$ cat src/rtl/coin_pkg.sv
// Coin values, state encoding and coin-choice payload shared by the change dispenser.
package coin_pkg;

    localparam int unsigned AMT_W = 8;

    localparam logic [AMT_W-1:0] NICKEL  = 8'd5;
    localparam logic [AMT_W-1:0] DIME    = 8'd10;
    localparam logic [AMT_W-1:0] QUARTER = 8'd25;

    typedef enum logic [2:0] {
        IDLE   = 3'd0,
        SELECT = 3'd1,
        REQ    = 3'd2,
        GAP    = 3'd3,
        DONE   = 3'd4,
        FAULT  = 3'd5
    } state_t;

    // One-hot coin choice, MSB first: quarter, dime, nickel.
    typedef struct packed {
        logic quarter;
        logic dime;
        logic nickel;
    } coin_t;

    typedef struct packed {
        coin_t             coin;
        logic [AMT_W-1:0]  value;
    } coin_sel_t;

endpackage

$ cat src/rtl/coin_select.sv
// Greedy coin picker: largest coin not exceeding the amount still owed.
module coin_select
    import coin_pkg::*;
(
    input  logic [AMT_W-1:0] remaining,
    output coin_sel_t        choice
);

    // Priority compare from the largest coin down; nothing chosen below a nickel.
    always_comb begin
        choice = '0;
        if (remaining >= QUARTER) begin
            choice.coin.quarter = 1'b1;
            choice.value        = QUARTER;
        end else if (remaining >= DIME) begin
            choice.coin.dime = 1'b1;
            choice.value     = DIME;
        end else if (remaining >= NICKEL) begin
            choice.coin.nickel = 1'b1;
            choice.value       = NICKEL;
        end
    end

endmodule

$ cat src/rtl/change_dispenser.sv
// Change dispenser: pays out an amount as quarters, dimes and nickels with a
// request/acknowledge handshake, a fixed inter-coin gap and an ack timeout.
module change_dispenser
    import coin_pkg::*;
#(
    parameter int unsigned GAP_CYCLES  = 2,
    parameter int unsigned ACK_TIMEOUT = 64
) (
    input  logic             clk,
    input  logic             reset,
    input  logic             start,
    input  logic [AMT_W-1:0] amount,
    input  logic             coinAck,
    output logic             quarterOut,
    output logic             dimeOut,
    output logic             nickelOut,
    output logic             busy,
    output logic             done,
    output logic             error,
    output logic             fault,
    output logic [AMT_W-1:0] remaining,
    output logic [AMT_W-1:0] coinCount
);

    localparam int unsigned GAP_W = 4;
    localparam int unsigned ACK_W = 8;

    // Last count value of each dwell; GAP_LAST is unused when GAP_CYCLES is 0.
    localparam logic [GAP_W-1:0] GAP_LAST =
        (GAP_CYCLES == 0) ? GAP_W'(0) : GAP_W'(GAP_CYCLES - 1);
    localparam logic [ACK_W-1:0] ACK_LAST = ACK_W'(ACK_TIMEOUT - 1);

    state_t           state;
    state_t           state_nxt;
    coin_sel_t        choice;
    coin_t            coin_q;
    coin_t            coin_d;
    logic [AMT_W-1:0] value_q;
    logic [AMT_W-1:0] value_d;
    logic [ACK_W-1:0] ack_cnt;
    logic [ACK_W-1:0] ack_cnt_d;
    logic [GAP_W-1:0] gap_cnt;
    logic [GAP_W-1:0] gap_cnt_d;
    logic [AMT_W-1:0] remaining_d;
    logic [AMT_W-1:0] coin_count_d;
    logic             busy_d;
    logic             done_d;
    logic             error_d;
    logic             fault_d;
    logic             amount_ok;
    logic             ack_in_req;

    coin_select u_coin_select (
        .remaining (remaining),
        .choice    (choice)
    );

    assign amount_ok  = ((amount % AMT_W'(5)) == AMT_W'(0));
    assign ack_in_req = (state == REQ) && coinAck;

    assign quarterOut = coin_q.quarter;
    assign dimeOut    = coin_q.dime;
    assign nickelOut  = coin_q.nickel;

    // State register.
    always_ff @(posedge clk) begin
        if (reset) state <= IDLE;
        else       state <= state_nxt;
    end

    // Next-state logic.
    always_comb begin
        state_nxt = state;
        case (state)
            IDLE: begin
                if (start && amount_ok) state_nxt = SELECT;
            end
            SELECT: begin
                if (remaining == AMT_W'(0)) state_nxt = DONE;
                else                        state_nxt = REQ;
            end
            REQ: begin
                if (coinAck)                  state_nxt = (GAP_CYCLES == 0) ? SELECT : GAP;
                else if (ack_cnt == ACK_LAST) state_nxt = FAULT;
            end
            GAP: begin
                if (gap_cnt == GAP_LAST) state_nxt = SELECT;
            end
            DONE:    state_nxt = IDLE;
            FAULT:   state_nxt = FAULT;
            default: state_nxt = IDLE;
        endcase
    end

    // Next values of the registered outputs and datapath, decoded from the transition.
    always_comb begin
        busy_d       = (state_nxt != IDLE) && (state_nxt != FAULT);
        done_d       = (state_nxt == DONE);
        fault_d      = (state_nxt == FAULT);
        error_d      = (state == IDLE) && start && !amount_ok;
        coin_d       = '0;
        value_d      = value_q;
        remaining_d  = remaining;
        coin_count_d = coinCount;
        ack_cnt_d    = '0;
        gap_cnt_d    = '0;

        if (state == SELECT) value_d = choice.value;

        if (state_nxt == REQ) coin_d = (state == SELECT) ? choice.coin : coin_q;

        if ((state == IDLE) && start && amount_ok) begin
            remaining_d  = amount;
            coin_count_d = '0;
        end

        if (ack_in_req) begin
            remaining_d  = remaining - value_q;
            coin_count_d = (coinCount == AMT_W'(255)) ? coinCount : coinCount + AMT_W'(1);
        end

        if ((state == REQ) && (state_nxt == REQ)) ack_cnt_d = ack_cnt + ACK_W'(1);
        if ((state == GAP) && (state_nxt == GAP)) gap_cnt_d = gap_cnt + GAP_W'(1);
    end

    // Output and datapath registers; reset clears every output.
    always_ff @(posedge clk) begin
        if (reset) begin
            coin_q    <= '0;
            value_q   <= '0;
            ack_cnt   <= '0;
            gap_cnt   <= '0;
            remaining <= '0;
            coinCount <= '0;
            busy      <= 1'b0;
            done      <= 1'b0;
            error     <= 1'b0;
            fault     <= 1'b0;
        end else begin
            coin_q    <= coin_d;
            value_q   <= value_d;
            ack_cnt   <= ack_cnt_d;
            gap_cnt   <= gap_cnt_d;
            remaining <= remaining_d;
            coinCount <= coin_count_d;
            busy      <= busy_d;
            done      <= done_d;
            error     <= error_d;
            fault     <= fault_d;
        end
    end

endmodule

$ cat config.mk
export PLATFORM = sky130hd
export DESIGN_NAME = change_dispenser
export DESIGN_NICKNAME = d
export VERILOG_FILES = /design/src/rtl/coin_pkg.sv /design/src/rtl/coin_select.sv /design/src/rtl/change_dispenser.sv
export SDC_FILE = /design/constraint.sdc
export NUM_CORES = 1
export LEC_CHECK = 0
export ABC_CLOCK_PERIOD_IN_PS = 6100
export CAP_MARGIN = 20
export CORE_MARGIN = 2
export CORE_UTILIZATION = 50
export CTS_BUF_LIST = sky130_fd_sc_hd__clkbuf_16
export DETAILED_ROUTE_END_ITERATION = 8
export HOLD_SLACK_MARGIN = 0.12
export PLACE_DENSITY = 0.7
export SLEW_MARGIN = 20
export SYNTH_ARGS = -nofsm -noshare
export SYNTH_HDL_FRONTEND = slang
export SYNTH_SLANG_ARGS = --single-unit
$ cat constraint.sdc
create_clock -name clk -period 6.1 [get_ports clk]
set_input_delay 1.525 -clock clk [delete_from_list [all_inputs] [get_ports clk]]
set_output_delay 1.525 -clock clk [all_outputs]
set_load 0.02 [all_outputs]
# After elaboration in Yosys (flattened, before gate mapping)
# Cells that the tools add are included.
classes:
  addsub: 4
  n_div: 1
  magnitude_cmp: 3
  n_eq_ne: 13
  mux: 18
  n_bitwise: 3
  n_reduce_logical: 18
op_table:
  columns: ["op", "n"]
  rows:
  - ["two-way mux 8 bit", 7]
  - ["adder 8 x 1 -> 8 bit (second input constant)", 2]
  - ["logical NOT 8 bit", 2]
  - ["two-way mux 3 bit", 5]
  - ["one-hot mux 3 bit (5 select lines)", 1]
  - ["== test 3 x 2 -> 1 bit (second input constant)", 4]
  - ["== test 3 bit (second input constant)", 3]
  - ["two-way mux 9 bit", 1]
  - ["== test 8 x 6 -> 1 bit (second input constant)", 1]
  - ["== test 8 bit (second input constant)", 1]
  - [">= comparator 8 x 3 -> 1 bit (second input constant)", 1]
  - [">= comparator 8 x 4 -> 1 bit (second input constant)", 1]
  - [">= comparator 8 x 5 -> 1 bit (second input constant)", 1]
  - ["logical AND 1 bit", 8]
  - ["remainder unit 8 x 3 -> 8 bit (second input constant)", 1]
  - ["subtractor 8 bit", 1]
  - ["OR reduction 2 bit", 3]
  - ["adder 4 x 1 -> 4 bit (second input constant)", 1]
  - ["== test 4 x 1 -> 1 bit (second input constant)", 1]
  - ["== test 3 x 1 -> 1 bit (second input constant)", 1]
  - ["logical NOT 3 bit", 1]
  - ["two-way mux 1 bit", 3]
  - ["!= test 3 bit (second input constant)", 1]
  - ["NOT 1 bit", 3]
  - ["other kinds (6)", 6]
word_totals:
  regBits: 46
  output_inout_bits: 23
  wordCells: 73

# Longest topological paths before layout
# Gate-level depths: netlist of run 1.
depth:
  depth_word: 9
  ltp_mapped: 17
  depth_no_buf: 14

# Modules after synthesis
# Synthesis of run 1 repeated with hierarchy kept, for this count alone.
unflattened:
  hier_cells: 386
  area_unflattened_um2: 3209.3
modules_own_cells:
  columns: ["mod", "instances", "cells_each", "area_each_um2", "seq_area_each_um2"]
  rows:
  - ["change_dispenser", 1, 362, 3050.4, 920.9]
  - ["coin_select", 1, 24, 158.9, 0.0]

# Worst setup path after synthesis of run 1
# No wires, ideal clock.
synth_timing:
  path_kind: "input to register"
  startpoint: "input amount[4]"
  endpoint: "register remaining[7]"
  setup_time_ns: 0.132
  arrival_time_ns: 4.612
  path_slack_ns: 1.356
  stages: 17
  cell_sequence: "buf_6 -> nand2b_2 -> xnor2_1 -> nor3_1 -> or2_0 -> buf_2 -> a21o_1 -> o21ai_0 -> ha_1 -> o21bai_1 -> maj3_1 -> a221oi_2 -> o221ai_1 -> a21o_1 -> buf_6 -> o221ai_1 -> a21oi_1"
synth_between:
  elab_chain_len: 4
synth_rtl:
  columns: ["item", "line_no", "rtl"]
  rows:
  - ["start, declared", "change_dispenser.sv:12", "input logic [AMT_W-1:0] amount,"]
  - ["remainder unit 8 x 3 -> 8 bit", "change_dispenser.sv:58", "assign amount_ok = ((amount % AMT_W'(5)) == AMT_W'(0));"]
  - ["logical NOT 8 bit", "change_dispenser.sv:58", null]
  - ["logical AND 1 bit", "change_dispenser.sv:112", "if ((state == IDLE) && start && amount_ok) begin"]
  - ["nonzero test 2 bit (no line)", null, null]
  - ["end signal, assigned", "change_dispenser.sv:144", "remaining <= remaining_d;"]
  - ["end, declared", "change_dispenser.sv:21", "output logic [AMT_W-1:0] remaining,"]
# Every way passes these cells.
# A chain may end at the register's enable or synchronous reset.

# Worst setup path in the final report of run 1
layout_timing:
  startpoint: "input amount[5]"
  endpoint: "register coinCount[5]"
layout_between:
  elab_chain_len: 5
layout_rtl:
  columns: ["item", "line_no", "rtl"]
  rows:
  - ["remainder unit 8 x 3 -> 8 bit", "change_dispenser.sv:58", null]
  - ["logical NOT 8 bit", "change_dispenser.sv:58", null]
  - ["logical AND 1 bit", "change_dispenser.sv:112", null]
  - ["nonzero test 2 bit (no line)", null, null]
  - ["AND reduction 2 bit (no line)", null, null]
  - ["end signal, assigned", "change_dispenser.sv:145", "coinCount <= coin_count_d;"]
  - ["end, declared", "change_dispenser.sv:22", "output logic [AMT_W-1:0] coinCount"]
# Every way passes these cells.

==> results of run 1 <==
## through the flow
step | total power (uW) | utilization, % | instances | hold WS, ps
after floorplan | 411 | - | 314 | 426
after global placement | 448 | 59.7 | 409 | 441
after detailed placement | 449 | 59.7 | 409 | 449
final | 698 | 62.4 | 417 | 457
after global routing | 730 | 62.4 | 417 | 488
after CTS | 704 | 62.4 | 417 | 463
## routing by layer
metal | vias to the layer above | global-route usage, % | share of wire (%)
met5 | - | 0 | 0
met4 | 0 | 8.93 | 2.5
met3 | 10 | 4.00 | 2.7
met2 | 53 | 34.8 | 47
met1 | 1105 | 26.9 | 47
li1 | 1210 | - | -
## path summary, 6_finish.rpt
path / to / slack, ps
worst max register to register: remaining[7]$_SDFFE_PP0P_ / 3590
worst min-delay path: ack_cnt[0]$_SDFF_PP0_ / 460
worst max-delay path: coinCount[5]$_SDFFE_PP0P_ / 530
worst min register to register: ack_cnt[0]$_SDFF_PP0_ / 460
## power by group
group	switching (uW)	leakage, uW	internal (uW)
clock network	104	0.0000710	149
registers	7.72	0.000347	288
logic	87.4	0.000695	62.1
## placed cells by master (no fill, tap or decap), types with 3 or more instances in the layout
master	netlist	routed
nand2_1	18	18
a211o_1	4	4
clkdlybuf4s50_1	0	34
o211ai_2	8	8
o21a_1	3	3
nor3_1	16	16
a21o_1	5	5
nor2_1	32	32
o21ai_0	7	7
ha_1	11	11
a31oi_1	8	8
nand3_1	12	12
nor2b_1	8	8
o221ai_1	4	4
clkbuf_16	0	5
o211ai_1	4	4
a21oi_1	18	18
xor2_1	9	9
xnor2_1	9	9
buf_4	2	6
inv_1	18	19
nand4_1	4	4
dfxtp_1	43	43
or3_1	3	3
nand2b_1	5	5
## final cells by class
class	count	area, sq um	share of cell area (%)
well taps	70	87.6	2.73
inverters	18	67.6	2.11
repair buffers	40	385	12.0
multi-input cells	238	1670	51.9
flip-flops and latches	43	861	26.8
clock inverters	3	16.3	0.507
clock buffers	5	125	3.90
## flip-flops by register name, summed over array words and instances (netlist names)
signal and count:
fault 1, done 1, state 3, quarterOut 1, error 1, dimeOut 1
gap_cnt 4, ack_cnt 8, coinCount 8, remaining 8, value_q 5, nickelOut 1
busy 1
## worst max-delay path: stages
cell and delay, ps:
clkdlybuf4s50_1 650, nor2b_1 300, nand3_1 110, o22ai_1 400, or2_0 390, a21o_1 170
o21ai_0 100, ha_1 240, o21bai_1 170, maj3_1 360, a221oi_2 260, a211o_1 190
a21o_1 490, o21ai_1 140, a311oi_1 270
## Yosys cell counts (2+ instances only)
| library cell | count | share of area [%] |
|---|---|---|
| a211o_1 | 4 | 1.3 |
| a211oi_1 | 2 | 0.56 |
| a21o_1 | 5 | 1.4 |
| a21oi_1 | 18 | 3.4 |
| a22oi_1 | 2 | 0.56 |
| a311oi_1 | 2 | 0.65 |
| a31oi_1 | 8 | 1.9 |
| and3_1 | 2 | 0.47 |
| buf_2 | 2 | 0.37 |
| buf_4 | 2 | 0.56 |
| buf_6 | 3 | 1.3 |
| clkbuf_1 | 7 | 0.98 |
| dfxtp_1 | 43 | 32 |
| ha_1 | 11 | 5.1 |
| inv_1 | 18 | 2.5 |
| nand2_1 | 18 | 2.5 |
| nand2b_1 | 5 | 1.2 |
| nand3_1 | 12 | 2.2 |
| nand3b_1 | 2 | 0.56 |
| nand4_1 | 4 | 0.93 |
| nor2_1 | 32 | 4.5 |
| nor2b_1 | 8 | 1.9 |
| nor3_1 | 16 | 3.0 |
| nor3_2 | 2 | 0.75 |
| o211ai_1 | 4 | 1.1 |
| o211ai_2 | 8 | 3.7 |
| o21a_1 | 3 | 0.84 |
| o21ai_0 | 7 | 1.3 |
| o21bai_1 | 2 | 0.56 |
| o221ai_1 | 4 | 1.3 |
| o22ai_1 | 2 | 0.47 |
| or2_2 | 2 | 0.47 |
| or3_1 | 3 | 0.70 |
| xnor2_1 | 9 | 2.9 |
| xor2_1 | 9 | 2.9 |
## logic make-up (layout without fill, tap and decap cells)
group / Yosys count / count (layout) / synth area share [%]
mux: 1 / 1 / 0.373
simple gates: 118 / 118 / 23.2
flops: 43 / 43 / 32.1
fa+ha+maj: 13 / 13 / 6.25
compound gates: 88 / 88 / 26.4
buf+inv: 33 / 66 / 5.83
xor+xnor: 18 / 18 / 5.87
==> reports/metrics.csv, run 1 <==
metric;value;unit
outcome;finished, final reports clean;
cts_root_buffer;clkbuf_16;
rows;26;
antenna_cells;0;
avgRoutedWirePerCell;14.3;um
grt-ovfl-total;0;
syn-mean-instance-area;8.55;sq um
routed_via_density;5.70;
die_h;77.3;um
postRouteAntennaNets;0;
fin_nets;370;
io_buffer_count;34;
synth_edf_count;0;
final_area;0.00321;sq mm
hpwl;4450;um
r2r_start;state[1]$_SDFF_PP0_;
grt_setup_unrepaired;no;
leakagePower;0.00111;uW
setup_viol_count_final;0;
timing.critical_path.from;amount[5];
max_freq;0.179;GHz
postLayoutSetupSlackWorst;527;ps
insertion_delay;280;ps
grt_max_degree;28;
end_kind;flop;
core-area;0.00514;sq mm
syn-num-nets;338;
synth_area;0.00268;sq mm
syn_inst;314;
cts_htree_levels;2;
synthFlopType;dfxtp_1;
drt-total-wl;5970;um
start_util;52.2;%
drc;0;
gp_congestion;0.899;
drt_iter0_drc;172;
die-area;0.00597;sq mm
grt_pass1_wl;10400;um
fin_skew;3.24;ps
path_class;input port to flop;
cts_tree;yes;
num_io_pins;35;
area_delta_synth_final;19.6;%
synth_cell_types;68;
path_max_fanout;12;
vias;2378;
fin_crit_sh;91.4;%
arrival;5760;ps
finalSetupTns;0;ps
hp-class;flop to flop;
synthArstFlopShare;0;%
drive_gt1_share;11.0;%
cts_buffers;5;
drv_cap;0;
fill_cells;487;
ctsHoldBuffers;0;
clkSlewWorstSetupHoldPaths;60;ps
ys_ff_latch;43;
drv_slew;0;
first_pass_iters;4;
clockBufferDepth;2;
antenna_found_initial;0;
peakVddDrop;0.126;mV
critPathLaunchType;input port;
worstPathRequired;6290;ps
grt_pass1_vias;2315;
ys_seq_area_share;32.1;%
yosys_warnings;0;
dieWidth;77.3;um
cts_resized;0;
whs_path_depth;1;
post_cts_buffers;0;
p_per_area;217;mW/mm^2
place_area;0.00307;sq mm
min_from;ack_cnt[0]$_SDFF_PP0_;
post-route-min-period;5570;ps
grt.total_usage;21.1;%
relSlewSlack;36.6;%
hold_violations;0;
cts_num_sinks;43;
worst_slew_pin_slew;938;ps
pre_cts_ws;288;ps
r2r_cells;7;
Power figures use the tool's default switching activity.
==> run 2: changes to the inputs <==
--- a/config.mk
+++ b/config.mk
@@ -5,7 +5,6 @@
 export SDC_FILE = /design/constraint.sdc
 export NUM_CORES = 1
 export LEC_CHECK = 0
-export ABC_CLOCK_PERIOD_IN_PS = 6100
 export CAP_MARGIN = 20
 export CORE_MARGIN = 2
 export CORE_UTILIZATION = 50
==> results of run 2 <==
The final DEF is identical to that of run 1; final timing and power are the same.
==> run 3: changes to the inputs <==
--- a/config.mk
+++ b/config.mk
@@ -5,13 +5,14 @@
 export SDC_FILE = /design/constraint.sdc
 export NUM_CORES = 1
 export LEC_CHECK = 0
-export CAP_MARGIN = 20
+export CELL_PAD_IN_SITES_DETAIL_PLACEMENT = 0
+export CELL_PAD_IN_SITES_GLOBAL_PLACEMENT = 1
 export CORE_MARGIN = 2
-export CORE_UTILIZATION = 50
+export CORE_UTILIZATION = 42
 export CTS_BUF_LIST = sky130_fd_sc_hd__clkbuf_16
 export DETAILED_ROUTE_END_ITERATION = 8
 export HOLD_SLACK_MARGIN = 0.12
-export PLACE_DENSITY = 0.7
+export PLACE_DENSITY = 0.77
 export SLEW_MARGIN = 20
 export SYNTH_ARGS = -nofsm -noshare
 export SYNTH_HDL_FRONTEND = slang
==> run 3 against run 2 <==
Core utilization decreased by 11 points. Highest routed layer unchanged. Die area increased by 18%. Power fell by 1.2%. Non-clock buffer count is the same. Cell area rose by 0.12%. Critical path depth did not move. Global-route usage down 3.5 points. Flip-flop and latch count stayed put.
==> reports/metrics.csv, run 3 (synthesis results as in run 1) <==
metric;value;unit;change
path_max_fanout;12;;unchanged
post-route-min-period;5620;ps;was 5570 ps
grt_max_degree;28;;unchanged
fin_nets;370;;unchanged
drt-total-wl;5980;um;was 5970 um
cts_tree;yes;;unchanged
drv_cap;0;;unchanged
cts_buffers;5;;unchanged
worst_slew_pin_slew;988;ps;was 938 ps
vias;2326;;was 2378
grt_setup_unrepaired;no;;unchanged
core-area;0.00628;sq mm;was 0.00514 sq mm
layout_common_cells;dfxtp_1, clkdlybuf4s50_1, nor2_1;;unchanged
start_util;42.8;%;was 52.2%
die_h;83.9;um;was 77.3 um
cts_root_buffer;clkbuf_16;;unchanged
first_pass_iters;4;;unchanged
r2r_cells;9;;was 7
insertion_delay;280;ps;about the same
mostFrequentLayoutCell;dfxtp_1;;unchanged
drive_gt1_share;10.4;%;was 11.0%
wl_met2;2830;um;about the same
avgRoutedWirePerCell;14.1;um;was 14.3 um
relSlewSlack;33.3;%;was 36.6%
critPathLaunchType;input port;;unchanged
worstPathRequired;6280;ps;was 6290 ps
whs_path_depth;1;;unchanged
die-area;0.00705;sq mm;was 0.00597 sq mm
dp_cells;416;;was 409
peakVddDrop;0.197;mV;was 0.126 mV
io_buffer_count;34;;unchanged
dr_wl_met3;193;um;was 161 um
drv_slew;0;;unchanged
antenna_cells;0;;unchanged
cts_htree_levels;2;;unchanged
hpwl;4480;um;was 4450 um
grt.total_usage;17.6;%;was 21.1%
hold_violations;0;;unchanged
drc;0;;unchanged
dieWidth;83.9;um;was 77.3 um
arrival;5800;ps;was 5760 ps
drt_iter0_drc;113;;was 172
fin_crit_sh;92.1;%;was 91.4%
postRouteAntennaNets;0;;unchanged
setup_viol_count_final;0;;unchanged
area_delta_synth_final;19.7;%;was 19.6%
fill_cells;607;;was 487
routed.top_layer;met4;;unchanged
outcome;finished, final reports clean;;unchanged
rows;29;;was 26
routed_via_density;5.49;;was 5.70
antenna_found_initial;0;;unchanged
post_cts_buffers;0;;unchanged
hold_slack;456;ps;was 457 ps
wl_met1;2820;um;was 2830 um
hp-class;flop to flop;;unchanged
ctsHoldBuffers;0;;unchanged
place_area;0.00308;sq mm;was 0.00307 sq mm
cts_resized;0;;unchanged
fin_skew;4.81;ps;was 3.24 ps
clockBufferDepth;2;;unchanged
grt-ovfl-total;0;;unchanged
grt_pass1_vias;2178;;was 2315
leakagePower;0.00111;uW;about the same
reg_top3;ack_cnt: 8 flops, coinCount: 8 flops, remaining: 8 flops;;unchanged
cts_num_sinks;43;;unchanged
p_per_area;215;mW/mm^2;was 217 mW/mm^2
path_class;input port to flop;;unchanged
max_freq;0.178;GHz;was 0.179 GHz
gp_congestion;0.841;;was 0.899
grt_pass1_wl;10200;um;was 10400 um
clkSlewWorstSetupHoldPaths;50;ps;was 60 ps
end_kind;flop;;unchanged
num_io_pins;35;;unchanged
finalSetupTns;0;ps;unchanged
instances_no_fill;424;;was 417
final_area;0.00321;sq mm;about the same
[run 3: worst max-delay path: stages]
cell and delay, ps:
clkdlybuf4s50_1 640, nor2b_1 310, a22oi_1 130, o22ai_1 390, or2_0 370, a21o_1 160
o21ai_0 110, ha_1 240, o21bai_1 160, maj3_1 360, a221oi_2 270, a211o_1 200
a21o_1 510, o21ai_1 140, a311oi_1 290
[run 3: per-stage QoR]
stage          worst slack, ps  util (%)  total power [uW]
2_1_floorplan             1360         -               411
3_3_place_gp               333      49.0               449
3_5_place_dp               231      49.0               450
4_1_cts                    497      51.2               698
5_1_grt                   14.4      51.2               726
6_report                   483      51.2               690
[run 3: final timing paths]
path | from | endpoint | slack, ps
min reg2reg | ack_cnt[0]$_SDFF_PP0_ | ack_cnt[0]$_SDFF_PP0_ | 460
max | amount[5] | coinCount[5]$_SDFFE_PP0P_ | 480
max reg2reg | remaining[1]$_SDFFE_PP0P_ | ack_cnt[7]$_SDFF_PP0_ | 3630
min | ack_cnt[0]$_SDFF_PP0_ | ack_cnt[0]$_SDFF_PP0_ | 460
[run 3: final cells by class]
class / count / area, sq um / area share, %
clock buffer: 5 / 125 / 3.89
clock inverter: 3 / 11.3 / 0.350
tap: 77 / 96.3 / 3.00
multi-input combinational: 238 / 1670 / 51.9
inverter: 18 / 67.6 / 2.10
timing repair buffer: 40 / 385 / 12.0
sequential: 43 / 861 / 26.8
[run 3: metal layers]
layer | vias to the layer above | track usage, %
li1 | 1214 | -
met1 | 1057 | 22.9
met2 | 45 | 28.9
met3 | 10 | 2.67
met4 | 0 | 7.62
met5 | - | 0
[run 3: report_power, final]
part	internal, uW	switching [uW]
registers	288	7.91
logic	62.1	86.0
clock network	147	98.7
